<file path="src/rtl/uart_pkg.sv">
// uart_pkg: frame format, FSM state type and default bit timing shared by the UART blocks
package uart_pkg;
  localparam int DATA_BITS = 8;
  localparam int CLKS_PER_BIT_DEF = 434;
  typedef enum logic [2:0] {IDLE, START, DATA, PARITY, STOP} uart_state_t;
endpackage

</file>
<file path="src/rtl/uart_bit_timer.sv">
// uart_bit_timer: bit-period counter that strobes at half-bit or full-bit and wraps on each strobe
module uart_bit_timer
  import uart_pkg::*;
#(
  parameter int CLKS_PER_BIT = CLKS_PER_BIT_DEF
) (
  input  logic clk,
  input  logic rst,
  input  logic clr,
  input  logic half,
  output logic tick
);
  localparam int W = $clog2(CLKS_PER_BIT);
  localparam logic [W-1:0] HALF_MAX = W'(CLKS_PER_BIT / 2 - 1);
  localparam logic [W-1:0] FULL_MAX = W'(CLKS_PER_BIT - 1);
  logic [W-1:0] cnt;
  assign tick = cnt == (half ? HALF_MAX : FULL_MAX);
  always_ff @(posedge clk or negedge rst)
    if (!rst) cnt <= '0;
    else cnt <= (clr || tick) ? '0 : cnt + 1'b1;
endmodule

</file>
<file path="src/rtl/uart_rx.sv">
// uart_rx: 8-bit UART receiver with 2-flop input sync, optional parity and stop-bit checking
module uart_rx
  import uart_pkg::*;
#(
  parameter int CLKS_PER_BIT = CLKS_PER_BIT_DEF,
  parameter int PARITY_EN    = 1,
  parameter int PARITY_ODD   = 0
) (
  input  logic                 clk,
  input  logic                 rst,
  input  logic                 rx_in,
  output logic [DATA_BITS-1:0] data_out,
  output logic                 data_valid,
  output logic                 parity_err,
  output logic                 frame_err,
  output logic                 busy
);
  localparam int IW = $clog2(DATA_BITS);
  localparam logic [IW-1:0] LAST = IW'(DATA_BITS - 1);
  uart_state_t state, state_n;
  logic s1, rx_s, rx_p, tick, done, par;
  logic [IW-1:0] idx;
  logic [DATA_BITS-1:0] shreg;
  uart_bit_timer #(.CLKS_PER_BIT(CLKS_PER_BIT)) u_timer (
    .clk (clk),
    .rst (rst),
    .clr (state == IDLE),
    .half(state == START),
    .tick(tick)
  );
  assign busy = state != IDLE;
  always_ff @(posedge clk or negedge rst)
    if (!rst) state <= IDLE;
    else state <= state_n;
  always_comb begin
    state_n = state;
    done = 1'b0;
    case (state)
      IDLE:    state_n = (rx_p && !rx_s) ? START : IDLE;
      START:   state_n = !tick ? START : rx_s ? IDLE : DATA;
      DATA:    state_n = (tick && idx == LAST) ? (PARITY_EN != 0 ? PARITY : STOP) : DATA;
      PARITY:  state_n = tick ? STOP : PARITY;
      STOP: begin
        state_n = tick ? IDLE : STOP;
        done = tick;
      end
      default: state_n = IDLE;
    endcase
  end
  // synchronizer idles high so a reset never looks like a start edge
  always_ff @(posedge clk or negedge rst)
    if (!rst) begin
      {s1, rx_s, rx_p} <= 3'b111;
      idx <= '0;
      shreg <= '0;
      par <= 1'b0;
      data_out <= '0;
      data_valid <= 1'b0;
      parity_err <= 1'b0;
      frame_err <= 1'b0;
    end else begin
      {s1, rx_s, rx_p} <= {rx_in, s1, rx_s};
      data_valid <= done;
      if (state == IDLE) idx <= '0;
      else if (state == DATA && tick) begin
        shreg[idx] <= rx_s;
        idx <= idx + 1'b1;
      end
      if (state == PARITY && tick) par <= rx_s;
      if (done) begin
        data_out <= shreg;
        parity_err <= (PARITY_EN != 0) && (^{shreg, par, PARITY_ODD != 0});
        frame_err <= ~rx_s;
      end
    end
endmodule
</file>
<file path="config.mk">
export PLATFORM = sky130hd
export DESIGN_NAME = uart_rx
export DESIGN_NICKNAME = d
export VERILOG_FILES = /design/src/rtl/uart_pkg.sv /design/src/rtl/uart_bit_timer.sv /design/src/rtl/uart_rx.sv
export SDC_FILE = /design/constraint.sdc
export NUM_CORES = 1
export LEC_CHECK = 0
export CORE_MARGIN = 1
export CORE_UTILIZATION = 61
export CTS_BUF_LIST = sky130_fd_sc_hd__clkbuf_8 sky130_fd_sc_hd__clkbuf_16
export CTS_CLUSTER_SIZE = 16
export DETAILED_ROUTE_END_ITERATION = 6
export GPL_ROUTABILITY_DRIVEN = 0
export PLACE_DENSITY_LB_ADDON = 0.1
export REMOVE_ABC_BUFFERS = 1
export SETUP_SLACK_MARGIN = 0.4
export SYNTH_ARGS = -nofsm -noshare
export SYNTH_HDL_FRONTEND = slang
export SYNTH_SLANG_ARGS = --single-unit
</file>
<file path="constraint.sdc">
create_clock -name clk -period 3.3 [get_ports clk]
set_clock_uncertainty 0.15 [all_clocks]
set_input_delay 0.33 -clock clk [delete_from_list [all_inputs] [get_ports clk]]
set_output_delay 0.33 -clock clk [all_outputs]
set_load 0.005 [all_outputs]
</file>
**Word level (Yosys, flattened, before mapping)**

Index checks and enable logic that the tools add are counted.

- Word-level logic and storage cells: 51
- Latch bits: 0
- Output and inout bits: 12
- Memory bits (writable): 0
- Flip-flop bits (word level): 38
- Memory bits (read-only): 0
- Memories kept: 0

- Add/sub/neg operators: 2
- Equality and inequality tests: 6
- Bitwise operators: 2
- Order comparisons: 2
- Reduce and logical (&&, ||, !) cells: 12
- Divide/modulo/power cells: 0
- Mux-type cells: 15
- Multiply operators: 0
- Shifts and indexed selects: 0

Operator list:

| kind | count |
|---|---|
| 2-to-1 mux 9 bit | 2 |
| one-hot mux 3 bit (5 select lines) | 1 |
| 2-to-1 mux 3 bit | 4 |
| XOR reduction 10 bit | 1 |
| adder 9 x 1 -> 9 bit (second input constant) | 1 |
| equality test 9 bit | 1 |
| bitwise mux 8 bit | 1 |
| equality test 3 x 2 -> 1 bit (second input constant) | 2 |
| equality test 3 bit (second input constant) | 2 |
| logical AND 1 bit | 5 |
| < comparator 3 x 4 -> 1 bit (second input constant) | 1 |
| 2-to-1 mux 1 bit | 4 |
| 2-to-1 mux 2 bit | 2 |
| adder 3 x 1 -> 3 bit (second input constant) | 1 |
| demux 1 bit (select 3 bit) | 1 |
| equality test 3 x 1 -> 1 bit (second input constant) | 1 |
| >= comparator 3 x 1 -> 1 bit (second input constant) | 1 |
| logical NOT 3 bit | 1 |
| nonzero test 3 bit | 1 |
| NOT 1 bit | 2 |
| AND reduction 2 bit | 1 |
| nonzero test 2 bit | 1 |
| logical NOT 1 bit | 1 |
| logical OR 1 bit | 1 |

**Depth between registers and ports, before layout**

- Word-level depth: 6
- Depth in mapped cells: 6
- Mapped depth without buffers: 4

**Hierarchy**

Synthesis repeated with hierarchy kept, for this count alone.

- Cell total of the unflattened synthesis: 164
- Area, all modules: 1781.7 sq um

By module, submodules not included:

| module | cells each | instances | area an instance (sq um) | seq. area each (sq um) |
|---|---|---|---|---|
| uart_rx | 120 | 1 | 1303.8 | 729.4 |
| uart_bit_timer | 44 | 1 | 478.0 | 225.2 |

**Worst setup path after synthesis**

Ideal clock, no wire load.

- Path kind: flip-flop to flip-flop
- From: register u_timer.cnt[6]
- To: register par
- Arrival time: 1476 ps
- Data required time: 3025 ps
- Cell stages (with the launch flop): 6
- Path buffers: 1
- Slack: 1550 ps
- Cells stage by stage: dfrtp_1 and4bb_2 buf_6 nand2_2 nor4_1 mux2_2

- Word-level cells in the longest chain between the ends: 2

Ends and longest elaborated chain:

| element | line | text |
|---|---|---|
| start: declaration | uart_bit_timer.sv:16 | `logic [W-1:0] cnt;` |
| start signal: assignment | uart_bit_timer.sv:20 | `else cnt <= (clr \|\| tick) ? '0 : cnt + 1'b1;` |
| equality test 9 bit | uart_bit_timer.sv:17 | `assign tick = cnt == (half ? HALF_MAX : FULL_MAX);` |
| logical AND 1 bit | uart_rx.sv:69 | `if (state == PARITY && tick) par <= rx_s;` |
| end signal: assignment | uart_rx.sv:69 |  |
| end: declaration | uart_rx.sv:21 | `logic s1, rx_s, rx_p, tick, done, par;` |

Every way passes these cells.
A chain may end at the register's enable or synchronous reset.

**Worst setup path after layout**

- From: register state[1]
- To: output port busy

- Word-level cells in the longest chain between the ends: 1

Ends and longest elaborated chain:

| element | line | text |
|---|---|---|
| start: declaration | uart_rx.sv:20 | `uart_state_t state, state_n;` |
| start signal: assignment | uart_rx.sv:34 | `else state <= state_n;` |
| nonzero test 3 bit | uart_rx.sv:31 | `assign busy = state != IDLE;` |
| end: declaration | uart_rx.sv:16 | `output logic busy` |

Every way passes these cells.

==> flow_summary_export.csv <==
group,metric,value,unit
timing,finalHoldViolations,35,
floorplanning,rows,19,
place,dp_hpwl,2.18,mm
final_layout,antennaDiodeCount,0,
status,status,"finished, violations left",
grt,grt_pass1_wl,5.46,mm
cts,clk_path_buf_depth,2,
synthesis,synth.most_common_cell,"dfrtp_1",
synthesis,netlist.area_leader.share,0.464,
detailed_routing,dr.pass1.iters,6,
timing,min_period,2190,ps
timing,tns,0,ps
floorplanning,io_pins,15,
pwr,p_leak,0.000991,µW
grt,globalRouteTotalUtil,0.224,
pwr,ir_worst_vdd,0.521,mV
synthesis,synth_area_leaders,"dfrtp_1, mux2_2, dfstp_2, mux2_4, xor2_1",
cts,clock-sinks,38,
synthesis,synth_seq_cells,38,
place,dpl_worst_slack,1150,ps
grt,gr-total-overflow,0,
floorplanning,dieArea,3320,µm²
timing,period_share,0.665,
detailed_routing,routed_via_density,6.19,
place,placed_cells,195,
cts,cts_hold_buf,0,
setup_path,slowest_delay,570,ps
synthesis,syn_area_per_cell,11.9,µm²
final_layout,final_core_util,0.752,
detailed_routing,antenna_left,0,
cts,cts_tree,"done",
min_path,hp-class,"in -> async",
synthesis,async_flop_share,1.00,
synthesis,synth_area_leader_cell,"dfrtp_1",
synthesis,seq_area_frac_synth,0.505,
synthesis,synth_ff_type,"dfrtp_1",
synthesis,yosysWarningCount,0,
synthesis,synth_area,1890,µm²
timing,slew_viol_final,0,
place,numPortBuffers,14,
timing,hold_slack,-23.8,ps
timing,tightestPinTransition,807,ps
final_layout,nFillCells,195,
grt,grt_max_degree,39,
timing,setup_ws,1110,ps
final_layout,fin_cells,203,
final_layout,final_layout_size_suffix_gt1_frac,0.227,
final_layout,area_growth,13.6,%
cts,cts_buffers,5,
detailed_routing,num_vias,1256,
flow_run,maxCapViolCount,0,
detailed_routing,wl,3.35,mm
setup_path,start_kind,"flop",
cts,clk_pin_slew,80,ps
grt,antenna_found_initial,0,
timing,fmax,456,MHz
floorplanning,die_x,57.7,µm
synthesis,synth_edf_count,0,
timing,setup-violations-final,0,
setup_path,crit_chain,"or3_1 -> clkdlybuf4s50_1",
detailed_routing,wire_per_inst,16.5,µm
cts,cts_setup_buffers,0,
status,violations,"DRC, hold timing",
setup_path,cp-end-kind,"output pin",
detailed_routing,drt_first_iter_violations,58,
setup_path,crit_required,2820,ps
floorplanning,initial_utilization,0.662,
cts,htreeDepth,2,
synthesis,synth_cells,159,
cts,cts_resized,0,
synthesis,synth_cell_types,42,
synthesis,synthTopCellsByCount,"dfrtp_1, nor2_1, mux2_2, nand3_1",
timing,rsz0062_at_grt,"false",
pwr,power.density,547,nW/µm²
detailed_routing,drcViolationCount,1,
final_layout,nets,177,
timing,slew_headroom,0.462,
setup_path,worstPathMaxFanout,19,
setup_path,cp.arrival,1710,ps
setup_path,slowest_stage,"dfrtp_1",
cts,clk_latency,290,ps
floorplanning,core,2850,µm²
grt,grt_pass1_vias,1162,
setup_path,worstSetupPathType,"reg -> out",
floorplanning,die_y,57.7,µm
cts,cts_root_buf,"clkbuf_8",
cell families (layout without fill, tap and decap cells):
logic type	after synthesis	after routing	synth area share
adders and majority gates	3	3	0.0199
buffers and inverters	11	24	0.0358
and+or+nand+nor	62	62	0.209
xor gates and xnor gates	14	14	0.0722
AOI/OAI and AO/OA	14	14	0.0470
DFF	38	38	0.505
muxes	17	17	0.111
stage by stage:
step	total power (µW)	area, µm²
floorplan	652	1830
global placement	684	2000
detailed placement	692	2000
CTS	1180	2150
global route	1230	2150
finish	1170	2150
layout by cell type, fill, tap and decap left out, types with 2 or more instances in the layout:
| master | count |
|---|---|
| nand3_1 | 9 |
| xor2_1 | 8 |
| nor3b_1 | 2 |
| dfstp_2 | 3 |
| nand2_1 | 6 |
| clkdlybuf4s50_1 | 13 |
| nor3_2 | 2 |
| nand3b_1 | 2 |
| nand2b_1 | 2 |
| ha_1 | 3 |
| bufinv_16 | 2 |
| mux2_2 | 12 |
| nor2_1 | 16 |
| nand4_1 | 5 |
| o21ai_0 | 8 |
| nand4b_1 | 2 |
| mux2_4 | 5 |
| nand2_2 | 2 |
| xnor2_1 | 5 |
| clkbuf_8 | 6 |
| a311oi_1 | 2 |
| inv_1 | 2 |
| dfrtp_1 | 35 |
path summary, 6_finish.rpt:
kind	start	endpoint	slack [ps]	cells after the start
max in group asynchronous	rst	u_timer.cnt[0]$_DFF_PN0_	2520	1
hold reg to reg	s1$_DFF_PN1_	rx_s$_DFF_PN1_	210	0
setup reg to reg	u_timer.cnt[2]$_DFF_PN0_	par$_DFFE_PN0P_	1140	4
hold / removal	rst	idx[2]$_DFFE_PN0P_	-20	1
min in group clk	s1$_DFF_PN1_	rx_s$_DFF_PN1_	210	0
setup / recovery	state[1]$_DFF_PN0_	busy	1110	2
power by group:
group	internal (µW)	total (µW)	switching, µW	leakage [µW]
registers	511	579	68.2	0.000502
logic	54.9	109	54.5	0.000418
clock network	322	484	162	0.0000714
total	888	1170	285	0.000991
sequential cells by signal, summed over array words and instances, names as in the netlist:
register and count:
data_out 8, data_valid 1, frame_err 1, idx 3, par 1, parity_err 1, rx_p 1, rx_s 1
s1 1, shreg 8, state 3, u_timer.cnt 9
metal layers:
| layer | vias to the layer above | track usage | share of wire |
|---|---|---|---|
| met5 | - | 0 | 0 |
| met4 | 0 | 0.0986 | 0.020 |
| met3 | 7 | 0.0513 | 0.046 |
| met2 | 40 | 0.346 | 0.50 |
| met1 | 622 | 0.309 | 0.43 |
| li1 | 587 | - | - |
critical path: cells and delay by family, from the launching register on:
| family | cells | cell delay (ps) |
|---|---|---|
| and+or+nand+nor | 1 | 410 |
| DFF | 1 | 570 |
| buffers and inverters | 1 | 450 |
area by class of cell:
type                    instances  area [µm²]  area share
flip-flops and latches         38         955       0.445
multi-input cells             110         867       0.404
repair buffers                 14         135      0.0630
clock buffers                   6        82.6      0.0385
clock inverters                 2        60.1      0.0280
well taps                      31        38.8      0.0181
inverters                       2        7.51     0.00350
Power figures use the tool's default switching activity.
